==> src/rtl/param_sync_fifo_pkg.sv <==
// Shared defaults and read-mode encoding for the parameterised synchronous FIFO.
package fifo_pkg;

  localparam int FIFO_DEF_WIDTH = 8;
  localparam int FIFO_DEF_DEPTH = 16;

  typedef enum logic {
    FIFO_MODE_STD  = 1'b0,
    FIFO_MODE_FWFT = 1'b1
  } fifo_mode_e;

  function automatic bit is_pow2(input int v);
    return (v >= 2) && ((v & (v - 1)) == 0);
  endfunction

endpackage

==> src/rtl/param_sync_fifo_if.sv <==
// FIFO push/pop bus: the producer/consumer side is master, the FIFO is slave.
interface param_sync_fifo_if
  import fifo_pkg::*;
#(
  parameter int WIDTH = FIFO_DEF_WIDTH,
  parameter int DEPTH = FIFO_DEF_DEPTH
);
  localparam int CW = $clog2(DEPTH) + 1;

  logic             push;
  logic [WIDTH-1:0] data_i;
  logic             pop;
  logic [WIDTH-1:0] data_o;
  logic             full;
  logic             empty;
  logic             almost_full;
  logic             almost_empty;
  logic [CW-1:0]    count;
  logic             overflow;
  logic             underflow;

  modport master (
    output push, data_i, pop,
    input  data_o, full, empty, almost_full, almost_empty, count, overflow, underflow
  );

  modport slave (
    input  push, data_i, pop,
    output data_o, full, empty, almost_full, almost_empty, count, overflow, underflow
  );

endinterface

==> src/rtl/param_sync_fifo_mem.sv <==
// DEPTH x WIDTH storage: one synchronous write port, one asynchronous read port, no reset.
module fifo_mem #(
  parameter int WIDTH = 8,
  parameter int DEPTH = 16,
  parameter int AW    = $clog2(DEPTH)
) (
  input  logic             clk,
  input  logic             we_i,
  input  logic [AW-1:0]    waddr_i,
  input  logic [WIDTH-1:0] wdata_i,
  input  logic [AW-1:0]    raddr_i,
  output logic [WIDTH-1:0] rdata_o
);

  logic [WIDTH-1:0] mem_q [DEPTH];

  always_ff @(posedge clk) begin
    if (we_i) begin
      mem_q[waddr_i] <= wdata_i;
    end
  end

  assign rdata_o = mem_q[raddr_i];

endmodule

==> src/rtl/param_sync_fifo.sv <==
// Synchronous FIFO with occupancy flags, overflow/underflow pulses and
// selectable registered or first-word-fall-through read data.
module param_sync_fifo
  import fifo_pkg::*;
#(
  parameter int WIDTH     = FIFO_DEF_WIDTH,
  parameter int DEPTH     = FIFO_DEF_DEPTH,
  parameter int AF_THRESH = DEPTH - 2,
  parameter int AE_THRESH = 2,
  parameter int FWFT      = 0
) (
  input  logic              clk,
  input  logic              rst,
  param_sync_fifo_if.slave  bus
);

  localparam int AW = $clog2(DEPTH);
  localparam int CW = AW + 1;
  localparam bit IS_FWFT = (FWFT == int'(FIFO_MODE_FWFT));

  if (WIDTH < 1 || !is_pow2(DEPTH)) begin : g_bad_geometry
    $error("param_sync_fifo: WIDTH must be >=1 and DEPTH a power of two >=2");
  end
  if (AF_THRESH < 1 || AF_THRESH > DEPTH || AE_THRESH < 0 || AE_THRESH > DEPTH - 1) begin : g_bad_thresh
    $error("param_sync_fifo: AF_THRESH or AE_THRESH out of range");
  end
  if (FWFT != int'(FIFO_MODE_STD) && FWFT != int'(FIFO_MODE_FWFT)) begin : g_bad_mode
    $error("param_sync_fifo: FWFT must be 0 or 1");
  end

  logic [AW-1:0]    wr_ptr_q, wr_ptr_d;
  logic [AW-1:0]    rd_ptr_q, rd_ptr_d;
  logic [CW-1:0]    count_q, count_d;
  logic [WIDTH-1:0] data_q, data_d;
  logic             ovf_q, ovf_d;
  logic             unf_q, unf_d;
  logic             full_s, empty_s, wr_en_s, rd_en_s;
  logic [AW-1:0]    rd_addr_s;
  logic [WIDTH-1:0] rd_data_s;

  assign full_s  = (count_q == CW'(DEPTH));
  assign empty_s = (count_q == {CW{1'b0}});
  assign wr_en_s = bus.push && !full_s;
  assign rd_en_s = bus.pop && !empty_s;

  // In FWFT mode the read port looks ahead to the next head so data_o stays registered.
  assign rd_addr_s = IS_FWFT ? rd_ptr_d : rd_ptr_q;

  fifo_mem #(.WIDTH(WIDTH), .DEPTH(DEPTH), .AW(AW)) u_mem (
    .clk     (clk),
    .we_i    (wr_en_s && !rst),
    .waddr_i (wr_ptr_q),
    .wdata_i (bus.data_i),
    .raddr_i (rd_addr_s),
    .rdata_o (rd_data_s)
  );

  always_comb begin
    wr_ptr_d = wr_en_s ? wr_ptr_q + AW'(1) : wr_ptr_q;
    rd_ptr_d = rd_en_s ? rd_ptr_q + AW'(1) : rd_ptr_q;
    ovf_d    = bus.push && full_s;
    unf_d    = bus.pop && empty_s;
    case ({wr_en_s, rd_en_s})
      2'b10:   count_d = count_q + CW'(1);
      2'b01:   count_d = count_q - CW'(1);
      default: count_d = count_q;
    endcase
    data_d = data_q;
    if (IS_FWFT) begin
      // Head word being written this cycle is not yet in memory: forward it.
      if (count_d != {CW{1'b0}}) begin
        if (wr_en_s && (rd_ptr_d == wr_ptr_q)) begin
          data_d = bus.data_i;
        end else begin
          data_d = rd_data_s;
        end
      end else begin
        data_d = data_q;
      end
    end else begin
      if (rd_en_s) begin
        data_d = rd_data_s;
      end else begin
        data_d = data_q;
      end
    end
  end

  always_ff @(posedge clk) begin
    if (rst) begin
      wr_ptr_q <= {AW{1'b0}};
      rd_ptr_q <= {AW{1'b0}};
      count_q  <= {CW{1'b0}};
      data_q   <= {WIDTH{1'b0}};
      ovf_q    <= 1'b0;
      unf_q    <= 1'b0;
    end else begin
      wr_ptr_q <= wr_ptr_d;
      rd_ptr_q <= rd_ptr_d;
      count_q  <= count_d;
      data_q   <= data_d;
      ovf_q    <= ovf_d;
      unf_q    <= unf_d;
    end
  end

  assign bus.data_o       = data_q;
  assign bus.count        = count_q;
  assign bus.full         = full_s;
  assign bus.empty        = empty_s;
  assign bus.almost_full  = (count_q >= CW'(AF_THRESH));
  assign bus.almost_empty = (count_q <= CW'(AE_THRESH));
  assign bus.overflow     = ovf_q;
  assign bus.underflow    = unf_q;

endmodule

==> src/flat_wrapper.sv <==
// flat-port wrapper written by rule: the top's interface ports become plain ports
module param_sync_fifo_flat import fifo_pkg::*;
#(
  parameter int WIDTH     = FIFO_DEF_WIDTH,
  parameter int DEPTH     = FIFO_DEF_DEPTH,
  parameter int AF_THRESH = DEPTH - 2,
  parameter int AE_THRESH = 2,
  parameter int FWFT      = 0
)
  (clk, rst, bus_push, bus_data_i, bus_pop, bus_data_o, bus_full, bus_empty, bus_almost_full, bus_almost_empty, bus_count, bus_overflow, bus_underflow);
  param_sync_fifo_if #(.WIDTH(WIDTH), .DEPTH(DEPTH)) bus_i ();
  input  logic clk;
  input  logic rst;
  input wire logic [$bits(bus_i.push)-1:0] bus_push;
  input wire logic [$bits(bus_i.data_i)-1:0] bus_data_i;
  input wire logic [$bits(bus_i.pop)-1:0] bus_pop;
  output wire logic [$bits(bus_i.data_o)-1:0] bus_data_o;
  output wire logic [$bits(bus_i.full)-1:0] bus_full;
  output wire logic [$bits(bus_i.empty)-1:0] bus_empty;
  output wire logic [$bits(bus_i.almost_full)-1:0] bus_almost_full;
  output wire logic [$bits(bus_i.almost_empty)-1:0] bus_almost_empty;
  output wire logic [$bits(bus_i.count)-1:0] bus_count;
  output wire logic [$bits(bus_i.overflow)-1:0] bus_overflow;
  output wire logic [$bits(bus_i.underflow)-1:0] bus_underflow;
  assign bus_i.push = bus_push;
  assign bus_i.data_i = bus_data_i;
  assign bus_i.pop = bus_pop;
  assign bus_data_o = bus_i.data_o;
  assign bus_full = bus_i.full;
  assign bus_empty = bus_i.empty;
  assign bus_almost_full = bus_i.almost_full;
  assign bus_almost_empty = bus_i.almost_empty;
  assign bus_count = bus_i.count;
  assign bus_overflow = bus_i.overflow;
  assign bus_underflow = bus_i.underflow;
  param_sync_fifo #(.WIDTH(WIDTH), .DEPTH(DEPTH), .AF_THRESH(AF_THRESH), .AE_THRESH(AE_THRESH), .FWFT(FWFT)) u_core (.clk(clk), .rst(rst), .bus(bus_i));
endmodule
==> config.mk <==
export PLATFORM = sky130hd
export DESIGN_NAME = param_sync_fifo_flat
export DESIGN_NICKNAME = d
export VERILOG_FILES = /design/src/rtl/param_sync_fifo_pkg.sv /design/src/rtl/param_sync_fifo_if.sv /design/src/rtl/param_sync_fifo_mem.sv /design/src/rtl/param_sync_fifo.sv /design/src/flat_wrapper.sv
export SDC_FILE = /design/constraint.sdc
export NUM_CORES = 1
export LEC_CHECK = 0
export CORE_AREA = 4 4 112 114
export DETAILED_ROUTE_END_ITERATION = 10
export DIE_AREA = 0 0 116 118
export PLACE_DENSITY = 0.71
export SYNTH_ARGS = -nofsm -noshare
export SYNTH_HDL_FRONTEND = slang
export SYNTH_SLANG_ARGS = --single-unit
==> constraint.sdc <==
create_clock -name clk -period 2.7 [get_ports clk]
set_clock_uncertainty 0.15 [all_clocks]
set_input_delay 0.27 -clock clk [delete_from_list [all_inputs] [get_ports clk]]
set_output_delay 0.27 -clock clk [all_outputs]
set_load 0.05 [all_outputs]
Yosys cells after proc, flatten, opt, wreduce, memory -nomap -nowiden

Memories as Yosys holds them, arrays and structs flattened. A register that Yosys moved wholly into a read port is not among the register bits.
Cells that the tools add are included.

Flip-flop bits (word level): 15
Bits in latches: 0
Bits in writable memories: 128
Bits in read-only memories: 0
Input port bits: 12
Output and inout bits: 19
Logic and storage cells: 28
Memories: 1

Memory list:

| name               | depth | width | read ports | clocked after Yosys merged registers in | wr ports | line                      | text |
|---|---|---|---|---|---|---|---|
| u_core.u_mem.mem_q | 16    | 8     | 1          | 1                                       | 1        | param_sync_fifo_mem.sv:15 | `logic [WIDTH-1:0] mem_q [DEPTH];` |

Add/sub/neg operators: 4
$mul: 0
Divide/modulo/power cells: 0
Magnitude comparators: 2
Equality and inequality tests: 3
Shifts and indexed selects: 0
Muxes and demuxes: 3
Bitwise gates (word level): 0
Reductions and logical operators: 10

Operators with widths:

| cell                | number |
|---|---|
| $pmux 5 s2          | 1 |
| $add 4x1->4 const B | 2 |
| $add 5x1->5 const B | 1 |
| $eq 5x5->1 const B  | 1 |
| $ge 5x4->1 const B  | 1 |
| $le 5x2->1 const B  | 1 |
| $logic_and 1x1->1   | 5 |
| $logic_not 5->1     | 1 |
| $sub 5x1->5 const B | 1 |
| $logic_not 1->1     | 3 |
| $eq 2x1->1 const B  | 1 |
| $eq 2x2->1 const B  | 1 |
| $mux 1              | 2 |
| $reduce_bool 2->1   | 1 |

Depth between registers and ports, before layout

Word-level depth: 6
Mapped depth: 12
Mapped depth without buffers: 10

Modules after synthesis

Synthesis repeated with hierarchy kept, for this count alone.

Cell total of the unflattened synthesis: 334
Area, all modules: 6087.1 um^2

Modules (own cells, without submodules):

| module          | times used | cells each | area an instance (um^2) | seq. area each (um^2) |
|---|---|---|---|---|
| fifo_mem        | 1          | 221        | 4987.3                  | 3843.7 |
| param_sync_fifo | 1          | 113        | 1099.8                  | 460.4 |

Worst setup path after synthesis

Ideal clock, no wire load.

Path kind: flip-flop to output port
Start point: register u_core.count_q[1], in the netlist u_core.bus.count[1]
End point: output port bus_almost_empty
Arrival time: 3.207 ns
Path slack: -0.927 ns
Cell stages (with the launch flop): 3
Buffers on the path: 1
Path through: dfxtp_1 -> buf_2 -> a2111oi_0

Cells in the longest elaborated chain, start to end: 1

Ends and longest elaborated chain:

| item                   | line                   | text |
|---|---|---|
| start, declared        | param_sync_fifo.sv:33  | `logic [CW-1:0] count_q, count_d;` |
| start signal, assigned | param_sync_fifo.sv:93  | `count_q <= {CW{1'b0}};` |
| start signal, assigned | param_sync_fifo.sv:100 | `count_q <= count_d;` |
| $le 5x2->1             | param_sync_fifo.sv:112 | `assign bus.almost_empty = (count_q <= CW'(AE_THRESH));` |
| end, declared          | flat_wrapper.sv:21     | `output wire logic [$bits(bus_i.almost_empty)-1:0] bus_almost_empty;` |

No other way between the ends.

Worst setup path in the final report

Start point: register u_core.count_q[0], in the netlist u_core.bus.count[0]
End point: register u_core.count_q[4], in the netlist u_core.bus.count[4]

Cells in the longest elaborated chain, start to end: 5
Elaborated cells between the ends (all ways): 12
Classes of those cells: 2 x add/sub; 3 x eq/ne; 1 x mux; 6 x reduce/logical

Ends and longest elaborated chain:

| item                                                   | line                                         | text |
|---|---|---|
| $eq 5x5->1 / $logic_not 5->1 (equally long branches)   | param_sync_fifo.sv:41, param_sync_fifo.sv:42 |  |
| $logic_not 1->1, on equally long branches              | param_sync_fifo.sv:43, param_sync_fifo.sv:44 |  |
| $logic_and 1x1->1, on equally long branches            | param_sync_fifo.sv:43, param_sync_fifo.sv:44 |  |
| $eq 2x1->1 / $eq 2x2->1 (equally long branches)        | param_sync_fifo.sv:63                        | `case ({wr_en_s, rd_en_s})` |
| $pmux 5 s2 / $reduce_bool 2->1 (equally long branches) | --                                           |  |

Several ways; a longest one is shown, not always the timed one.
A chain may end at the register's enable or synchronous reset.

==> qor.yml <==
outcome:
  status: "complete, no violations"
finish:
  fin_nets: 427
  layout_common_cells: "edfxtp_1, buf_4, mux4_2"
  syn_to_final_growth_pct: 21.6
  drive_gt1_share_pct: 28.2
  final_cell_count_no_fill: 561
  fin_util_pct: 65.2
  diodes: 0
  final_common_cell: "edfxtp_1"
  final_area_um2: 7450
power_and_ir_drop:
  max-vdd-ir-drop_uv: 910
  powerDensity_nw_per_um2: 943
  p_sw_w: 0.00210
  power_frac_clock_pct: 33.1
  total_power_w: 0.00702
  pwr-share-seq_pct: 39.4
  swShare_pct: 29.9
  p_leak_nw: 2.45
  p_int_w: 0.00492
  comb_power_share_pct: 27.4
synthesis:
  synth_compound_area_share_pct: 3.64
  synth-seq-cells: 151
  ys.flop_type: "edfxtp_1"
  synthCells: 345
  synth_area_per_cell_um2: 17.7
  async_flop_share_pct: 0
  netlist_area_um2: 6120
  synthMuxAreaShare_pct: 15.1
  synth_top_family_by_area: "multiplexers"
  synth_top_area_share_pct: 62.8
  synth.distinct_cells: 45
  synthAdderAreaFrac_pct: 1.63
  yosys_warnings: 0
  yosysTopAreaCell: "edfxtp_1"
  yosysSeqAreaShare_pct: 70.3
  synth_xor_area_share_pct: 1.00
  netlist_top_cells_area: "edfxtp_1, mux4_2, dfxtp_1, mux2i_1, ha_1"
  synth_nets: 365
  synth_edf_count: 128
  yosys.area_share.simple_pct: 6.01
clocking:
  cts-root-buf: "clkbuf_16"
  holdBufCountCts: 0
  clock-sinks: 151
  cts_buffers: 17
  path_clk_slew_ns: 0.06
  tritoncts: "built"
  clkLatencyLatePin_ns: 0.42
  htree_levels: 4
  clockBufferDepth: 2
worst_hold_path:
  min_path_cells: 2
  min_path_type: "reg2reg"
  worstHoldEndpoint: "u_core.rd_addr_s[3]"
  min_from: "u_core.rd_addr_s[3]"
timing:
  period_share_pct: 98.0
  hold_viol: 0
  fmax_mhz: 378
  drv_slew: 0
  setup_violations: 0
  max_slew.worst_pin.slew_ns: 0.584
  slew_headroom_pct: 60.9
  grt_setup_unrepaired: "yes"
  setup_ws_ns: 0.0532
  fin_crit_ns: 2.65
place:
  dp_hpwl_um: 7530
  dp_worst_setup_slack_ns: -0.0389
  portBuffers: 30
  gp_congestion: 0.800
  dp.cells: 529
  placed_area_um2: 6820
critical_path:
  crit_path_end_kind: "register"
  reg2regPathDepth: 10
  r2r_start: "u_core.bus.count[0]"
  crit_chain: "or4_4 > o21ai_4 > inv_2 > ha_4 > xor2_1 > ha_2 > nand2_2 > a31oi_2 > a221oi_2 > mux2_4"
  start_kind: "register"
  rrSetupSlack_ns: 0.05
  crit_type: "reg2reg"
  critPathMaxStageDelay_ns: 0.55
  path_max_fanout: 5
  rr_endpoint: "u_core.bus.count[4]"
  critical-path-slowest-cell: "or4_4"
  required_ns: 2.85
  crit_arrival_ns: 2.80
routing:
  vias_per_cell: 5.83
  vias: 3271
  final_antenna_net_count: 0
  detail_route.first_pass.iterations: 4
  wire_per_inst_um: 21.3
  drc_errors: 0
  wl_um: 11900
  drt_iter0_drc: 252
floorplan:
  coreArea_um2: 11400
  initial_core_util_pct: 53.6
  dieArea_um2: 13700
  io_pins: 31
  die_y_um: 118
  die_w_um: 116
  rows: 39
flow_run:
  drv_cap: 0
grt:
  grt_overflow: 0
  grt_max_degree: 36
  antenna_found_initial: 0
  grt.total_usage_pct: 19.2
  grt_pass1_wl_um: 19100
  grt_pass1_vias: 3425
worst max-delay path by stage:
stage               slack (ns)             endpoint                 from  depth (start not counted)
detailed placement       -0.04  u_core.bus.count[4]  u_core.bus.count[2]                          8
finish                    0.05  u_core.bus.count[4]  u_core.bus.count[0]                         10
CTS                       0.02  u_core.bus.count[4]  u_core.bus.count[2]                          8
floorplan                -0.16  u_core.bus.count[4]  u_core.bus.count[2]                         11
global route             -0.03  u_core.bus.count[4]  u_core.bus.count[0]                         10
global placement          0.01  u_core.bus.count[4]  u_core.bus.count[2]                          8
what timing repair did:
action | 4_1_cts | 5_1_grt
setup buffers | 0 | 2
endpoints found under the setup margin | 2 | 3
pin swaps | 1 | 5
resized for setup | 2 | 4
Yosys cell counts, drive strengths merged (3+ instances only):
cell and n:
a21oi 3, buf 15, clkbuf 7, dfxtp 23, edfxtp 128, ha 8, inv 7, mux2i 18
mux4 32, nand2 12, nand3 3, nand3b 9, nor2 25, nor3 7, o21ai 3, o221ai 8
xnor2 3, xor2 4
area by class of cell:
cell class | instances | area [µm²]
clock inverter | 12 | 153
timing repair buffer | 65 | 597
multi-input combinational | 165 | 1740
clock buffer | 18 | 429
sequential | 151 | 4320
inverter | 7 | 26.3
tap | 143 | 179
fill | 790 | 3970
flip-flops by register name, summed over array words and instances, names as in the netlist:
signal / count
u_core.bus.underflow: 1
u_core.bus.count: 5
u_core.u_mem.mem_q: 128
u_core.rd_addr_s: 4
u_core.bus.data_o: 8
u_core.bus.overflow: 1
u_core.wr_ptr_q: 4
through the flow:
step	hold WS, ns	setup TNS, ns
finish	0.372	0
detailed placement	0.357	-0.0389
floorplan	0.219	-0.250
global route	0.405	-0.0361
global placement	0.348	0
CTS	0.374	0
layer usage:
layer  vias to the layer above  wire length (µm)  track usage (%)
li1                       1491                 -                -
met1                      1669              4810             25.8
met2                        92              6120             29.9
met3                        19               775             5.96
met4                         0               223             6.60
met5                         -                 0                0
cells by family (layout without fill, tap and decap cells):
logic type,after synthesis,count (layout)
flops,151,151
simple gates,70,70
mux,52,52
buf+inv,29,102
compound gates,28,28
fa+ha+maj,8,8
xor+xnor,7,7
critical path: cells and delay by family, from the launching register on:
kind / cells / cell delay, ns
AOI/OAI and AO/OA: 3 / 0.51
xor gates and xnor gates: 1 / 0.15
adders and majority gates: 2 / 0.39
buffers and inverters: 1 / 0.07
DFF: 1 / 0.34
muxes: 1 / 0.32
and+or+nand+nor: 2 / 0.61
power by group through the flow:
stage	Combinational, W	Sequential, W	Clock (W)
global placement	0.00184	0.00281	0
global route	0.00207	0.00279	0.00245
finish	0.00193	0.00277	0.00233
floorplan	0.00101	0.00307	0
CTS	0.00190	0.00277	0.00236
detailed placement	0.00189	0.00282	0
Power figures use the tool's default switching activity.
==> RTL edit: new RTL, same flow settings <==
Change the package constant `FIFO_DEF_WIDTH` from 8 to 6.
--- a/src/rtl/param_sync_fifo_pkg.sv
+++ b/src/rtl/param_sync_fifo_pkg.sv
@@ -1,7 +1,7 @@
 // Shared defaults and read-mode encoding for the parameterised synchronous FIFO.
 package fifo_pkg;
 
-  localparam int FIFO_DEF_WIDTH = 8;
+  localparam int FIFO_DEF_WIDTH = 6;
   localparam int FIFO_DEF_DEPTH = 16;
 
   typedef enum logic {
Ports: changed (resized bus_data_i and bus_data_o); port bits go from 31 to 27. The function was not compared with the original's and may differ.
==> RTL edit against the unedited design <==
The run now ends with setup timing left; critical path type unchanged; die area did not move; design area is 16% lower; synthesized area decreased by 19%; worst setup slack worse by 130 ps; power fell by 11%; sequential cell count is 34 lower; clock power rose by 7%; critical endpoint unchanged; wire length fell by 12%.
==> RTL edit: results (changes against the unedited design) <==
status: finished, violations left (was finished clean)
failing checks: setup timing
register area share after synthesis: 67.0% (was 70.3%)
GR Util met1: 22.4% (was 25.8%)
Setup violations, final: 1 (was 0)
first-pass GRT wire length: 17100 µm (was 19100 µm)
Final nets: 379 (was 427)
Syn Nets: 312 (was 365)
final setup TNS: -72.7 ps (was 0 ps)
dpl ws: -204 ps (was -38.9 ps)
met2 routed WL: 5350 µm (was 6120 µm)
Worst-Margin Slew: 612 ps (was 584 ps)
Worst VDD drop: 0.800 mV (was 0.910 mV)
Post-synth EDFFs: 96 (was 128)
slowest cell on the critical path: or3_4 (was or4_4)
Pleak: 2.14 nW (was 2.45 nW)
largest fanout on the critical path: 4 (was 5)
gate count of the mapped netlist: 294 (was 345)
Data arrival, critical path: 2920 ps (was 2800 ps)
vias per cell: 5.53 (was 5.83)
max FFs per register: 96 (was 128)
Netlist cell types: 40 (was 45)
initial DRC count: 230 (was 252)
Metal-1 WL: 4390 µm (was 4810 µm)
RePlAce Congestion: 0.779 (was 0.800)
Setup crit start: u_core.bus.count[2] (was u_core.bus.count[0])
M3 GR Usage: 4.83% (was 5.96%)
final worst setup slack: -72.7 ps (was 53.2 ps)
via count: 2858 (was 3271)
Min Hold Slack: 376 ps (was 372 ps)
DP Wirelength: 6620 µm (was 7530 µm)
vias in the first global route: 3030 (was 3425)
Met3 Wirelength: 681 µm (was 775 µm)
GRT Util Overall: 16.9% (was 19.2%)
FILL cells: 894 (was 790)
-- RTL edit: cell count changes in the layout (fill, tap and decap cells not counted), moves of 4 or more --
cell,delta
edfxtp_1,-32
buf_4,+10
clkdlybuf4s50_1,-5
mux2i_1,-4
mux4_2,-8
-- RTL edit: worst max-delay path by stage --
stage / end / cells after the start
after floorplan: u_core.bus.count[4] / 12
after CTS: u_core.bus.count[4] / 10
final: u_core.bus.count[4] / 10
after global routing: u_core.bus.count[4] / 10
after detailed placement: u_core.bus.count[4] / 10
after global placement: u_core.bus.count[4] / 10
-- RTL edit: kinds of logic (layout without fill, tap and decap cells) --
family | Yosys count | after routing | share of synthesized area (%)
buffers and inverters | 24 | 104 | 3.60
xor gates and xnor gates | 7 | 7 | 1.24
adders and majority gates | 8 | 8 | 2.03
and+or+nand+nor | 73 | 73 | 7.87
AOI/OAI and AO/OA | 25 | 25 | 3.98
DFF | 117 | 117 | 67.0
muxes | 40 | 40 | 14.3
-- RTL edit: what timing repair did --
item	in CTS	in global routing
pin swaps	5	4
endpoints found under the setup margin	1	3
hold buffers	0	0
buffers inserted	5	1
resized for setup	2	3
gates cloned	0	0
-- RTL edit: cell type report --
cell class | instances | area (µm²) | area share [%]
clock inverter | 14 | 230 | 3.68
timing repair buffer | 68 | 586 | 9.37
inverter | 4 | 15.0 | 0.240
sequential | 117 | 3320 | 53.1
multi-input combinational | 153 | 1500 | 23.9
tap | 143 | 179 | 2.86
clock buffer | 18 | 429 | 6.87
-- RTL edit: tightest hold or removal path, stage by stage (launching register included) --
cell,delay (ps)
dfxtp_1,330
o21ai_0,90
a21oi_1,60
